### config.mk
export PLATFORM = sky130hd
export DESIGN_NAME = uart_tx
export DESIGN_NICKNAME = d
export VERILOG_FILES = /design/src/rtl/uart_tx_pkg.sv /design/src/rtl/uart_tx_sync_fifo.sv /design/src/rtl/uart_tx.sv
export SDC_FILE = /design/constraint.sdc
export NUM_CORES = 1
export LEC_CHECK = 0
export ABC_AREA = 1
export BUFFER_PORTS_ARGS = -buffer_cell sky130_fd_sc_hd__buf_2
export CAP_MARGIN = 0
export CORE_MARGIN = 4
export CORE_UTILIZATION = 50
export CTS_CLUSTER_DIAMETER = 200
export DETAILED_ROUTE_END_ITERATION = 12
export HOLD_SLACK_MARGIN = 0.15
export PLACE_DENSITY = 0.67
export SYNTH_ARGS = -nofsm -noshare
export SYNTH_HDL_FRONTEND = slang
export SYNTH_HIERARCHICAL = 1
export SYNTH_SLANG_ARGS = --single-unit
### constraint.sdc
create_clock -name clk -period 4.08 [get_ports clk]
set_input_delay 0.204 -clock clk [delete_from_list [all_inputs] [get_ports clk]]
set_output_delay 0.204 -clock clk [all_outputs]
set_load 0.05 [all_outputs]
### src/rtl/uart_tx_pkg.sv
// Shared UART definitions: FSM state encoding and line constants, also used by uart_rx.
package uart_tx_pkg;

  typedef enum logic [1:0] {
    ST_IDLE  = 2'd0,
    ST_START = 2'd1,
    ST_DATA  = 2'd2,
    ST_STOP  = 2'd3
  } tx_state_e;

  localparam logic        TXD_IDLE  = 1'b1;
  localparam int unsigned DATA_BITS = 8;

endpackage

### src/rtl/uart_tx_sync_fifo.sv
// Synchronous FIFO with level counter; pointers wrap modulo DEPTH (power of two).
module sync_fifo #(
  parameter int unsigned WIDTH = 8,
  parameter int unsigned DEPTH = 16
) (
  input  logic                     clk,
  input  logic                     rst,
  input  logic                     push,
  input  logic                     pop,
  input  logic [WIDTH-1:0]         wr_data,
  output logic [WIDTH-1:0]         rd_data,
  output logic                     full,
  output logic                     empty,
  output logic [$clog2(DEPTH):0]   level
);

  localparam int unsigned PW = (DEPTH > 1) ? $clog2(DEPTH) : 1;
  localparam int unsigned LW = $clog2(DEPTH) + 1;

  logic [WIDTH-1:0] mem_q [DEPTH];
  logic [PW-1:0]    wr_ptr_q, wr_ptr_d;
  logic [PW-1:0]    rd_ptr_q, rd_ptr_d;
  logic [LW-1:0]    level_q, level_d;
  logic             push_ok, pop_ok;

  assign full    = (level_q == LW'(DEPTH));
  assign empty   = (level_q == '0);
  assign level   = level_q;
  assign rd_data = mem_q[rd_ptr_q];

  // A pop frees a slot in the same cycle, so a full FIFO still accepts a simultaneous push.
  assign pop_ok  = pop && !empty;
  assign push_ok = push && (!full || pop_ok);

  // Next pointer and level values
  always_comb begin
    wr_ptr_d = wr_ptr_q;
    rd_ptr_d = rd_ptr_q;
    level_d  = level_q;
    if (push_ok) wr_ptr_d = wr_ptr_q + PW'(1);
    if (pop_ok)  rd_ptr_d = rd_ptr_q + PW'(1);
    case ({push_ok, pop_ok})
      2'b10:   level_d = level_q + LW'(1);
      2'b01:   level_d = level_q - LW'(1);
      default: level_d = level_q;
    endcase
  end

  // Pointer and level registers
  always_ff @(posedge clk) begin
    if (rst) begin
      wr_ptr_q <= '0;
      rd_ptr_q <= '0;
      level_q  <= '0;
    end else begin
      wr_ptr_q <= wr_ptr_d;
      rd_ptr_q <= rd_ptr_d;
      level_q  <= level_d;
    end
  end

  // Storage array, written on accepted push
  always_ff @(posedge clk) begin
    if (push_ok) mem_q[wr_ptr_q] <= wr_data;
  end

endmodule

### src/rtl/uart_tx.sv
// UART transmitter: FIFO-fed 8N1/8N2 serialiser with optional CTS flow control.
module uart_tx
  import uart_tx_pkg::*;
#(
  parameter int unsigned FIFO_DEPTH = 16,
  parameter int unsigned IRQ_LEVEL  = 4
) (
  input  logic                          clk,
  input  logic                          rst,
  input  logic                          wr_stb,
  input  logic [7:0]                    wr_data,
  input  logic [15:0]                   divisor,
  input  logic                          two_stop,
  input  logic                          cts_en,
  input  logic                          serial_cts,
  input  logic                          ovr_clr,
  output logic                          txd,
  output logic                          tx_irq,
  output logic [$clog2(FIFO_DEPTH):0]   fifo_level,
  output logic                          fifo_full,
  output logic                          busy,
  output logic                          overrun
);

  tx_state_e   state_q, state_d;
  logic [15:0] timer_q, timer_d;
  logic [15:0] div_q, div_d;
  logic        two_stop_q, two_stop_d;
  logic [7:0]  shift_q, shift_d;
  logic [2:0]  bit_cnt_q, bit_cnt_d;
  logic        stop_cnt_q, stop_cnt_d;
  logic        txd_q, txd_d;
  logic        overrun_q, overrun_d;
  logic        tx_irq_q, tx_irq_d;
  logic        cts_meta_q, cts_sync_q;

  logic        fifo_empty;
  logic [7:0]  fifo_rd_data;
  logic        start_ok;
  logic        bit_done;
  logic        pop;

  sync_fifo #(
    .WIDTH (8),
    .DEPTH (FIFO_DEPTH)
  ) u_fifo (
    .clk     (clk),
    .rst     (rst),
    .push    (wr_stb),
    .pop     (pop),
    .wr_data (wr_data),
    .rd_data (fifo_rd_data),
    .full    (fifo_full),
    .empty   (fifo_empty),
    .level   (fifo_level)
  );

  assign start_ok = !fifo_empty && (!cts_en || cts_sync_q);
  assign bit_done = (timer_q == '0);

  assign txd     = txd_q;
  assign tx_irq  = tx_irq_q;
  assign overrun = overrun_q;
  assign busy    = (state_q != ST_IDLE) || !fifo_empty;

  // Two-flop synchroniser for the asynchronous CTS input
  always_ff @(posedge clk) begin
    if (rst) begin
      cts_meta_q <= 1'b0;
      cts_sync_q <= 1'b0;
    end else begin
      cts_meta_q <= serial_cts;
      cts_sync_q <= cts_meta_q;
    end
  end

  // FSM, bit timer and shifter next-state; txd is computed from the next state so the
  // registered line changes on the same edge as the state it belongs to.
  always_comb begin
    state_d    = state_q;
    timer_d    = timer_q;
    div_d      = div_q;
    two_stop_d = two_stop_q;
    shift_d    = shift_q;
    bit_cnt_d  = bit_cnt_q;
    stop_cnt_d = stop_cnt_q;
    pop        = 1'b0;

    case (state_q)
      ST_IDLE: begin
        if (start_ok) begin
          pop        = 1'b1;
          state_d    = ST_START;
          shift_d    = fifo_rd_data;
          div_d      = divisor;
          timer_d    = divisor;
          two_stop_d = two_stop;
        end
      end
      ST_START: begin
        if (bit_done) begin
          state_d   = ST_DATA;
          bit_cnt_d = '0;
          timer_d   = div_q;
        end else begin
          timer_d = timer_q - 16'd1;
        end
      end
      ST_DATA: begin
        if (bit_done) begin
          timer_d = div_q;
          if (bit_cnt_q == 3'(DATA_BITS - 1)) begin
            state_d    = ST_STOP;
            stop_cnt_d = 1'b0;
          end else begin
            bit_cnt_d = bit_cnt_q + 3'd1;
            shift_d   = {1'b0, shift_q[7:1]};
          end
        end else begin
          timer_d = timer_q - 16'd1;
        end
      end
      ST_STOP: begin
        if (bit_done) begin
          if (two_stop_q && !stop_cnt_q) begin
            stop_cnt_d = 1'b1;
            timer_d    = div_q;
          end else if (start_ok) begin
            pop        = 1'b1;
            state_d    = ST_START;
            shift_d    = fifo_rd_data;
            div_d      = divisor;
            timer_d    = divisor;
            two_stop_d = two_stop;
          end else begin
            state_d = ST_IDLE;
          end
        end else begin
          timer_d = timer_q - 16'd1;
        end
      end
      default: state_d = ST_IDLE;
    endcase

    case (state_d)
      ST_START: txd_d = 1'b0;
      ST_DATA:  txd_d = shift_d[0];
      default:  txd_d = TXD_IDLE;
    endcase
  end

  // Overrun and interrupt next values; a dropped write beats a same-cycle clear
  always_comb begin
    overrun_d = overrun_q;
    if (ovr_clr) overrun_d = 1'b0;
    if (wr_stb && fifo_full && !pop) overrun_d = 1'b1;
    tx_irq_d = (32'(fifo_level) <= IRQ_LEVEL);
  end

  // Transmitter state registers
  always_ff @(posedge clk) begin
    if (rst) begin
      state_q    <= ST_IDLE;
      timer_q    <= '0;
      div_q      <= '0;
      two_stop_q <= 1'b0;
      shift_q    <= '0;
      bit_cnt_q  <= '0;
      stop_cnt_q <= 1'b0;
      txd_q      <= TXD_IDLE;
      overrun_q  <= 1'b0;
      tx_irq_q   <= 1'b1;
    end else begin
      state_q    <= state_d;
      timer_q    <= timer_d;
      div_q      <= div_d;
      two_stop_q <= two_stop_d;
      shift_q    <= shift_d;
      bit_cnt_q  <= bit_cnt_d;
      stop_cnt_q <= stop_cnt_d;
      txd_q      <= txd_d;
      overrun_q  <= overrun_d;
      tx_irq_q   <= tx_irq_d;
    end
  end

endmodule

Word-level counts from Yosys, hierarchy flattened
Memories as Yosys holds them, arrays and structs flattened. A register that Yosys moved wholly into a read port is not among the register bits.
Cells that the tools add are included.
{ "classes": {"addsub": 6, "mul": 0, "div": 0, "n_lt_le_gt_ge": 1, "eq_ne": 16, "shift": 0, "n_mux": 48, "n_bitwise": 0, "reduce_logical": 29} }
{ "op_table": {"columns": ["operator", "count"], "rows": [
  ["two-way mux 16 bit", 7],
  ["one-hot mux 16 bit (3 select lines)", 1],
  ["two-way mux 8 bit", 5],
  ["one-hot mux 16 bit (2 select lines)", 1],
  ["one-hot mux 8 bit (3 select lines)", 1],
  ["logical NOT 16 bit", 1],
  ["subtractor 16 x 1 -> 16 bit, second input constant", 1],
  ["two-way mux 1 bit", 15],
  ["inequality test 2 bit, second input constant", 7],
  ["two-way mux 2 bit", 6],
  ["nonzero test 2 bit", 6],
  ["one-hot mux 5 bit (2 select lines)", 1],
  ["AND reduction 5 bit", 2],
  ["two-way mux 3 bit", 3],
  ["adder 4 x 1 -> 4 bit, second input constant", 2],
  ["== test 2 bit, second input constant", 4],
  ["two-way mux 4 bit", 2],
  ["one-hot mux 1 bit (2 select lines)", 4],
  ["one-hot mux 2 bit (4 select lines)", 1],
  ["== test 2 x 1 -> 1 bit, second input constant", 3],
  ["logical AND 1 bit", 6],
  ["one-hot mux 3 bit (2 select lines)", 1],
  ["adder 5 x 1 -> 5 bit, second input constant", 1],
  ["== test 5 bit, second input constant", 1],
  ["other kinds (12)", 18]
]} }
{ "totals": {"ff_bits": 65, "latchBits": 0, "ram_bits": 128, "rom_bits": 0, "input_bits": 31, "output_inout_bits": 10, "word_cells": 117, "mem_count": 1} }
{ "memory_table": {"columns": ["name", "depth", "word_bits", "read_ports", "rd_clocked_by_memory_dff", "write_ports", "line_no", "source"], "rows": [
  ["u_fifo.mem_q", 16, 8, 1, 1, 1, "uart_tx_sync_fifo.sv:20", "logic [WIDTH-1:0] mem_q [DEPTH];"]
]} }

Depth between registers and ports, before layout
Gate-level depths: netlist of run 1.
{ "logic_depth": {"ltp_word": 12, "mapped_depth": 20, "mapped_depth_nobuf": 19} }

Cells and area by module
The synthesis of run 1 kept the hierarchy.
{ "by_module_without_submodules": {"columns": ["module", "instances", "cells_each", "area_each_um2", "seq_area_each_um2"], "rows": [
  ["sync_fifo", 1, 539, 6226.0, 4184.0],
  ["uart_tx", 1, 483, 3274.4, 1041.0]
]} }

Worst setup path after synthesis of run 1
Ideal clock, no wire load.
{ "synth_path": {"path_kind": "register to register", "from": "reg u_fifo.level_q[4] (netlist: u_fifo/level[4])", "to": "reg u_fifo.level_q[4] (netlist: u_fifo/level[4])", "setup_time_ns": 0.117, "arrival_ns": 2.971, "required_ns": 3.963, "path_slack_ns": 0.992, "path_stages_with_launch": 18, "n_path_buf": 0, "period_less_slack_ns": 3.088, "path_cell_list": "dfxtp_1 > inv_1 > nand3_4 > inv_1 > inv_1 > nand2_1 > clkinv_1 > nand2_1 > nor2_1 > nand2_8 > inv_6 > nand2_4 > fa_1 > nand3b_1 > nand3_1 > nand2_1 > a21oi_1 > nor2_1"} }
{ "synth_via": {"elab_chain_cells": 12, "elab_cells_between_ends": 18, "classes_between": "add/sub (2); eq/ne (3); mux (5); reduce/logical (8)"} }
{ "synth_lines": {"columns": ["item", "line_no", "source"], "rows": [
  ["start: declaration", "uart_tx_sync_fifo.sv:23", "logic [LW-1:0] level_q, level_d;"],
  ["start signal: assignment", "uart_tx_sync_fifo.sv:58", "level_q <= level_d;"],
  ["logical NOT 5 bit *", "uart_tx_sync_fifo.sv:27", "assign empty = (level_q == '0);"],
  ["named net fifo_empty", "uart_tx.sv:37", "logic fifo_empty;"],
  ["logical NOT 1 bit *", "uart_tx.sv:58", "assign start_ok = !fifo_empty && (!cts_en || cts_sync_q);"],
  ["logical AND 1 bit *", "uart_tx.sv:58", null],
  ["two-way mux 1 bit *", "uart_tx.sv:91, uart_tx.sv:128", null],
  ["two-way mux 1 bit", "uart_tx.sv:125", "if (two_stop_q && !stop_cnt_q) begin"],
  ["two-way mux 1 bit", "uart_tx.sv:124", "if (bit_done) begin"],
  ["one-hot mux 1 bit (2 select lines) *", "uart_tx.sv:89", "case (state_q)"],
  ["named net pop", "uart_tx.sv:41", "logic pop;"],
  ["logical AND 1 bit *", "uart_tx_sync_fifo.sv:32", "assign pop_ok = pop && !empty;"],
  ["logical OR 1 bit", "uart_tx_sync_fifo.sv:33", "assign push_ok = push && (!full || pop_ok);"],
  ["logical AND 1 bit", "uart_tx_sync_fifo.sv:33", null],
  ["== test 2 x 1 -> 1 bit / == test 2 bit (equally long branches)", "uart_tx_sync_fifo.sv:42", "case ({push_ok, pop_ok})"],
  ["one-hot mux 5 bit (2 select lines) / nonzero test 2 bit (equally long branches)", null, null]
]} }
The timed path passes the listed nets; every way through them passes the cells marked *.
A chain may end at the register's enable or synchronous reset.

Worst setup path in the final report of run 1
{ "layout_path": {"from": "reg state_q[0]", "to": "mem u_fifo.mem_q[2][2], enable pin"} }
{ "layout_via": {"elab_chain_cells": 7, "elab_cells_between_ends": 8, "classes_between": "eq/ne (1); mux (3); reduce/logical (4)"} }
{ "layout_lines": {"columns": ["item", "line_no", "source"], "rows": [
  ["start: declaration", "uart_tx.sv:25", "tx_state_e state_q, state_d;"],
  ["start signal: assignment", "uart_tx.sv:174", "state_q <= state_d;"],
  ["== test 2 bit / logical NOT 2 bit (equally long branches)", "uart_tx.sv:89", null],
  ["one-hot mux 1 bit (2 select lines) *", "uart_tx.sv:89", null],
  ["named net pop", "uart_tx.sv:41", null],
  ["logical AND 1 bit *", "uart_tx_sync_fifo.sv:32", null],
  ["logical OR 1 bit *", "uart_tx_sync_fifo.sv:33", null],
  ["logical AND 1 bit *", "uart_tx_sync_fifo.sv:33", null],
  ["two-way mux 1 bit *", "uart_tx_sync_fifo.sv:64", "if (push_ok) mem_q[wr_ptr_q] <= wr_data;"],
  ["two-way mux 1 bit (not written as such) *", "uart_tx_sync_fifo.sv:64", null],
  ["end: declaration", "uart_tx_sync_fifo.sv:20", null]
]} }
Marked as above.

==> results of run 1 <==
[metal layers]
layer  global-route usage  wire (µm)  vias to the layer above
li1                     -          -                     3545
met5                    0          0                        -
met3               0.0374       1210                       20
met2                0.318      10000                      215
met1                0.275       9410                     3296
met4               0.0508        245                        0
[placed cells by master, fill, tap and decap left out, drive strengths merged, types with 9 or more instances in the layout]
cell / netlist / final
clkinv: 2 / 9
dfxtp: 69 / 69
xor2: 9 / 9
inv: 157 / 165
nand2: 170 / 170
ha: 16 / 16
clkbuf: 15 / 17
o211ai: 38 / 38
nor2: 82 / 82
a21oi: 84 / 84
dlygate4sd3: 0 / 21
o21ai: 100 / 100
buf: 29 / 50
edfxtp: 128 / 128
nand3: 82 / 82
[worst min path at each step]
stage	startpoint	end	cells past startpoint
after floorplan	rst	u_fifo/wr_ptr_q[3]$_SDFFE_PP0P_	1
after global placement	cts_meta_q$_SDFF_PP0_	cts_sync_q$_SDFF_PP0_	2
after detailed placement	cts_meta_q$_SDFF_PP0_	cts_sync_q$_SDFF_PP0_	2
after CTS	wr_data[5]	u_fifo/mem_q[12][5]$_DFFE_PP_	1
after global routing	wr_data[4]	u_fifo/mem_q[7][4]$_DFFE_PP_	1
final	wr_data[5]	u_fifo/mem_q[15][5]$_DFFE_PP_	1
[area by class of cell]
type / instances / area share
flip-flops and latches: 197 / 0.489
well taps: 234 / 0.0274
repair buffers: 71 / 0.0454
clock inverters: 15 / 0.0211
multi-input cells: 622 / 0.320
clock buffers: 17 / 0.0398
inverters: 159 / 0.0570
[cells by family (layout without fill, tap and decap cells)]
| family | count (synthesis) | after routing | synth area share |
|---|---|---|---|
| compound gates | 242 | 242 | 0.145 |
| xor+xnor | 12 | 12 | 0.0111 |
| fa+ha+maj | 17 | 17 | 0.0232 |
| buf+inv | 203 | 262 | 0.0897 |
| flops | 197 | 197 | 0.550 |
| mux | 4 | 4 | 0.00421 |
| simple gates | 347 | 347 | 0.176 |
[flip-flops by register name, summed over array words and instances (netlist names), 2 cells and up, named ones only]
name,count
state_q,2
shift_q,8
u_fifo/rd_ptr_q,4
u_fifo/level,5
div_q,16
u_fifo/wr_ptr_q,4
timer_q,16
bit_cnt_q,3
u_fifo/mem_q,128
[power by group through the flow]
stage	clock, mW	sequential [mW]	combinational, mW
floorplan	0	2.69	2.48
global placement	0	2.74	3.05
detailed placement	0	2.75	3.07
CTS	1.81	2.71	3.11
global route	1.90	2.75	3.47
finish	1.78	2.71	3.12
[what timing repair did]
item,4_1_cts,5_1_grt
hold buffers,21,0
setup endpoints to repair,0,0
hold endpoints to repair,27,0
==> metrics.md, run 1 <==
| Metric | Value |
|---|---|
| Outcome | completed |
| Setup crit end kind | flip-flop |
| Critical Path Start Type | flip-flop |
| Setup TNS | 0 ps |
| YS warnings | 6 |
| Area fraction of the dominant cell type after synthesis | 0.405 |
| Slew at the pin closest to its max-slew limit | 922 ps |
| Seq/Total Area, Yosys | 0.550 |
| Router iterations before antenna repair | 5 |
| CP Data Required Time | between 4000 and 5000 ps |
| Endpoints failing setup | 0 |
| Via density | approximately 5.4 |
| Die area | about 21000 µm² |
| Setup crit end | u_fifo/mem_q[2][2]$_DFFE_PP_ |
| Internal Power | 4.28 mW |
| Net count, final | roughly 1100 |
| Crit share post-route | 0.873 |
| Slew Limit Fails | 0 |
| GRT Total Usage | 0.197 |
| Slew Limit Headroom | 0.385 |
| Synth area leaders | edfxtp_1, dfxtp_1, nand2_1 |
| Worst path depth | 10 |
| Hold Slack | between 150 and 200 ps |
| Final Wtd Congestion | around 0.89 |
| CTS Sinks | between 150 and 200 |
| CP top delay family | simple AND/OR/NAND/NOR gates |
| Synth cell types | between 40 and 50 |
| Post-Route Utilization | 0.572 |
| Ant diodes | 0 |
| Max VDD drop | 0.000571 V |
| Psw | 3.33 mW |
| Post-CTS resize count | 0 |
| Unrepaired setup endpoints after global routing | no |
| Synth cell count leaders | nand2_1, inv_1, edfxtp_1, a21oi_1, nand3_1 |
| DRT Wirelength | between 20000 and 25000 µm |
| Placed Area | 9830 µm² |
| Reg clk slew, reported paths | ~80 ps |
| Multi-input gate area | 3420 µm² |
| Area of the core | approximately 19000 µm² |
| Async S/R FF share, synth | 0 |
| Slowest stage delay, CP | 620 ps |
| Setup Skew | approximately 14 ps |
| Max-cap violations | 0 |
| Worst R2R Start | state_q[0]$_SDFF_PP0_ |
| Initial Util | 0.508 |
| Syn Area/Cell | 9.30 µm² |
| Overall via count from detail_route | 7076 |
| Max Clk Rate | about 0.28 GHz |
| Clock power share | 0.234 |
| Port Buf Inserts | 40 |
| Die Ht | approximately 150 µm |
| Static leakage | roughly 4.3 nW |
| Synth Net Count | approximately 1100 |
| Dpl hpwl | between 10000 and 15000 µm |
| Worst setup path startpoint | state_q[0]$_SDFF_PP0_ |
| PD cells | just over 700 nW/µm² |
| Rows | 50 |
| Final instance area | roughly 11000 µm² |
| Global-route wire length before repair | ~34000 µm |
| DR iter-0 viols | 470 |
| CP Buf/Inv Count | 3 |
| CTS buffer count | 17 |
| Initial antenna violation count | 0 |
| TritonCTS clock tree | done |
| Number of global-route vias before repair | roughly 6500 |
| Root Driver | clkbuf_16 |
| Flop pwr share | 0.356 |
| Post-route ant nets | 0 |
| Post-CTS setup buffers | 0 |
| Layout cell share with drive strength beyond 1 | 0.126 |
| Die width | ~150 µm |
| Post-Place Worst Slack | 522 ps |
| Cells on worst reg2reg path | 10 |
| Combinational share of power | 0.410 |
| Mean routed wirelength per cell | between 15 and 20 µm |
| Most common cell in the synthesized netlist | nand2_1 |
| Crit Reg-Reg Endpoint | u_fifo/mem_q[2][2]$_DFFE_PP_ |
| Period minus WS final | between 3000 and 4000 ps |
| Crit path arrival time | roughly 3600 ps |
| Critical-path cell list | inv_1 -> ha_1 -> inv_1 -> nand2_4 -> inv_4 -> nor2_1 -> nor2_2 -> nor2_4 -> nand2_1 -> nor2_1 |
| EDFF count, synth | 128 |
| Worst reg2reg setup slack | a little over 500 ps |
| Placed Cells | between 1000 and 1500 |
| Final hold violations | 0 |
| IO Pins | 41 |
| Drt drc | 0 |
| H-tree depth | 4 |
| Clock Path Buffers | 2 |
| Sequential cell area | approximately 5200 µm² |
| Crit Path Class | flip-flop to flip-flop |
| Sw Share | 0.437 |
| Hold Path Class | input port to flip-flop |
| Final non-filler cell total | around 1300 |
| Clock latency on the worst-skew pair | ~440 ps |
| Overall power | approximately 7.6 mW |
| Worst setup margin | between 500 and 600 ps |
| FILL cells | 1624 |
| Seq cells post-synth | between 150 and 200 |
| Layout area overhead | 12.5% |
| CP Max Fanout | 19 |
| Largest net degree at the start of global routing | slightly above 80 |
| Synth area leader | edfxtp_1 |
| Syn Std Cell Area | between 9000 and 10000 µm² |
| Mapped Cells | 1022 |
| Most common flop cell mapped by yosys | edfxtp_1 |
| Grt total ovfl | 0 |
| Crit-path slowest cell | nor2_1 |
Power figures use the tool's default switching activity.
==> inputs of run 2 (changes only) <==
- clock period: 4.08 -> 3.3 ns (I/O delays scaled with it)
==> run 2 against run 1 <==
  * Cell area rose by 1.4%
  * First-iteration DRC count increased by 37%
  * Via count increased by 1.6%
  * Clock skew rose by 1.4 ps
  * Final cell count increased by 1.7%
  * Critical path depth grew 7
  * Sequential cell count unchanged
  * Core utilization up 0.80 points
==> metrics.md, run 2 (same netlist as run 1, synthesis figures left out) <==
| Metric | Value |
|---|---|
| Setup Skew | 15.5 ps |
| Drt drc | 0 |
| Endpoint, Worst Hold | u_fifo/mem_q[5][3]$_DFFE_PP_ |
| Flop pwr share | 0.355 |
| Period minus WS final | approximately 2900 ps |
| Regs by FF count | u_fifo/mem_q (128), div_q (16), timer_q (16) |
| Slew Limit Headroom | 0.339 |
| Post-CTS setup buffers | 0 |
| Combinational share of power | 0.420 |
| Sw Share | 0.432 |
| Root Driver | clkbuf_16 |
| CTS buffer count | 17 |
| Commonest non-fill, non-tap cells in the layout | nand2_1, inv_1, edfxtp_1 |
| Overall via count from detail_route | 7191 |
| Clock latency on the worst-skew pair | 440 ps |
| Worst setup margin | around 400 ps |
| Clock Path Buffers | 2 |
| Worst reg2reg setup slack | slightly above 400 ps |
| Post-route ant nets | 0 |
| HP Start | wr_data[3] |
| Dpl hpwl | about 15000 µm |
| Post-Place Worst Slack | 270 ps |
| Setup TNS | 0 ps |
| Router iterations before antenna repair | 5 |
| Setup crit end kind | flip-flop |
| Max-cap violations | 0 |
| Overall power | between 9 and 10 mW |
| Final instance area | between 10000 and 15000 µm² |
| Unrepaired setup endpoints after global routing | no |
| Clock power share | 0.225 |
| Initial antenna violation count | 0 |
| Largest net degree at the start of global routing | 56 |
| Initial Util | 0.508 |
| Outcome | completed |
| Number of global-route vias before repair | about 7000 |
| IO Pins | 41 |
| Max VDD drop | 0.000623 V |
| GRT Total Usage | 0.206 |
| DR iter-0 viols | roughly 650 |
| Hold Path Class | input port to flip-flop |
| Final hold violations | 0 |
| Largest register FFs | between 100 and 150 |
| H-tree depth | 4 |
| DRT Wirelength | 21700 µm |
| Port Buf Inserts | 40 |
| Critical Path Start Type | flip-flop |
| CP Max Fanout | 19 |
| Net count, final | approximately 1100 |
| Crit Path Class | flip-flop to flip-flop |
| Layout area overhead | 14.1% |
| CP Data Required Time | ~3600 ps |
| Final non-filler cell total | 1338 |
| Max Clk Rate | 0.345 GHz |
| Die width | ~150 µm |
| Crit Reg-Reg Endpoint | u_fifo/level[4]$_SDFFE_PP0P_ |
| Worst R2R Start | state_q[1]$_SDFF_PP0_ |
| Mean routed wirelength per cell | around 16 µm |
| Layout cell share with drive strength beyond 1 | 0.144 |
| Crit share post-route | 0.878 |
| Die area | 21300 µm² |
| PD cells | 864 nW/µm² |
| Biggest register | u_fifo/mem_q |
| TritonCTS clock tree | done |
| Global-route wire length before repair | ~35000 µm |
| WHS Path Cells | 1 |
| Reg clk slew, reported paths | ~80 ps |
| Placed Cells | between 1000 and 1500 |
| Final Wtd Congestion | a little under 0.9 |
| Rows | 50 |
| Ant diodes | 0 |
| Endpoints failing setup | 0 |
| CTS Sinks | 197 |
| Slew Limit Fails | 0 |
| Slew at the pin closest to its max-slew limit | roughly 1000 ps |
| Psw | a little over 4 mW |
| Cells on worst reg2reg path | 17 |
| Internal Power | 5.32 mW |
| Leading cell type in the layout, fill and taps excluded | nand2_1 |
| Static leakage | ~4.4 nW |
| Die Ht | 146 µm |
| Via density | about 5.4 |
| Area of the core | roughly 19000 µm² |
| Crit path arrival time | 3230 ps |
| Placed Area | between 9000 and 10000 µm² |
| Grt total ovfl | 0 |
-- run 2: power groups by stage --
stage	registers [mW]	logic, mW	clock network (mW)
6_report	3.33	3.94	2.10
2_1_floorplan	3.33	3.07	0
5_1_grt	3.38	4.39	2.25
3_5_place_dp	3.37	3.87	0
4_1_cts	3.32	3.92	2.15
3_3_place_gp	3.36	3.84	0
-- run 2: routing by layer --
layer	vias to the layer above	global-route usage	share of wire
met5	-	0	0
met4	0	0.0579	0.016
met3	28	0.0343	0.059
met2	201	0.359	0.50
met1	3377	0.265	0.43
li1	3585	-	-
-- run 2: worst max-delay path, cell delays in order (launching register included) --
cell and delay, ps:
dfxtp_1 400, ha_2 300, inv_2 80, nor2_2 230
nand3_4 110, nand2_4 100, inv_4 110, nor2_1 110
buf_4 160, nand2_8 90, inv_6 80, nand2_4 60
fa_1 400, nand3b_1 190, nand3_1 90, nand2_1 70
a21oi_1 130, nor2_1 60
-- run 2: worst max path at each step --
stage / from / to / cells past startpoint
finish: state_q[1]$_SDFF_PP0_ / u_fifo/level[4]$_SDFFE_PP0P_ / 17
global route: state_q[1]$_SDFF_PP0_ / u_fifo/level[3]$_SDFFE_PP0P_ / 18
floorplan: u_fifo/level[4]$_SDFFE_PP0P_ / u_fifo/level[4]$_SDFFE_PP0P_ / 17
global placement: state_q[1]$_SDFF_PP0_ / u_fifo/level[4]$_SDFFE_PP0P_ / 17
detailed placement: state_q[1]$_SDFF_PP0_ / u_fifo/level[4]$_SDFFE_PP0P_ / 17
CTS: state_q[1]$_SDFF_PP0_ / u_fifo/level[4]$_SDFFE_PP0P_ / 17
-- run 2: timing repair --
item / in CTS / in global routing
setup endpoints to repair: 0 / 2
hold buffers: 23 / 0
endpoints found under the hold margin: 36 / 0
gates resized for setup: 0 / 2
-- run 2: final cells by class --
| cell class | count | area (µm²) |
|---|---|---|
| multi-input cells | 622 | 3430 |
| fillers | 1600 | 7860 |
| repair buffers | 94 | 663 |
| flip-flops and latches | 197 | 5230 |
| clock inverters | 15 | 193 |
| clock buffers | 17 | 425 |
| well taps | 234 | 293 |
| inverters | 159 | 609 |
-- run 2: per-stage QoR --
| stage | util | hold slack (ps) |
|---|---|---|
| 2_1_floorplan | - | 234 |
| 3_3_place_gp | 0.534 | 370 |
| 3_5_place_dp | 0.534 | 373 |
| 4_1_cts | 0.579 | 161 |
| 5_1_grt | 0.580 | 165 |
| 6_report | 0.580 | 165 |
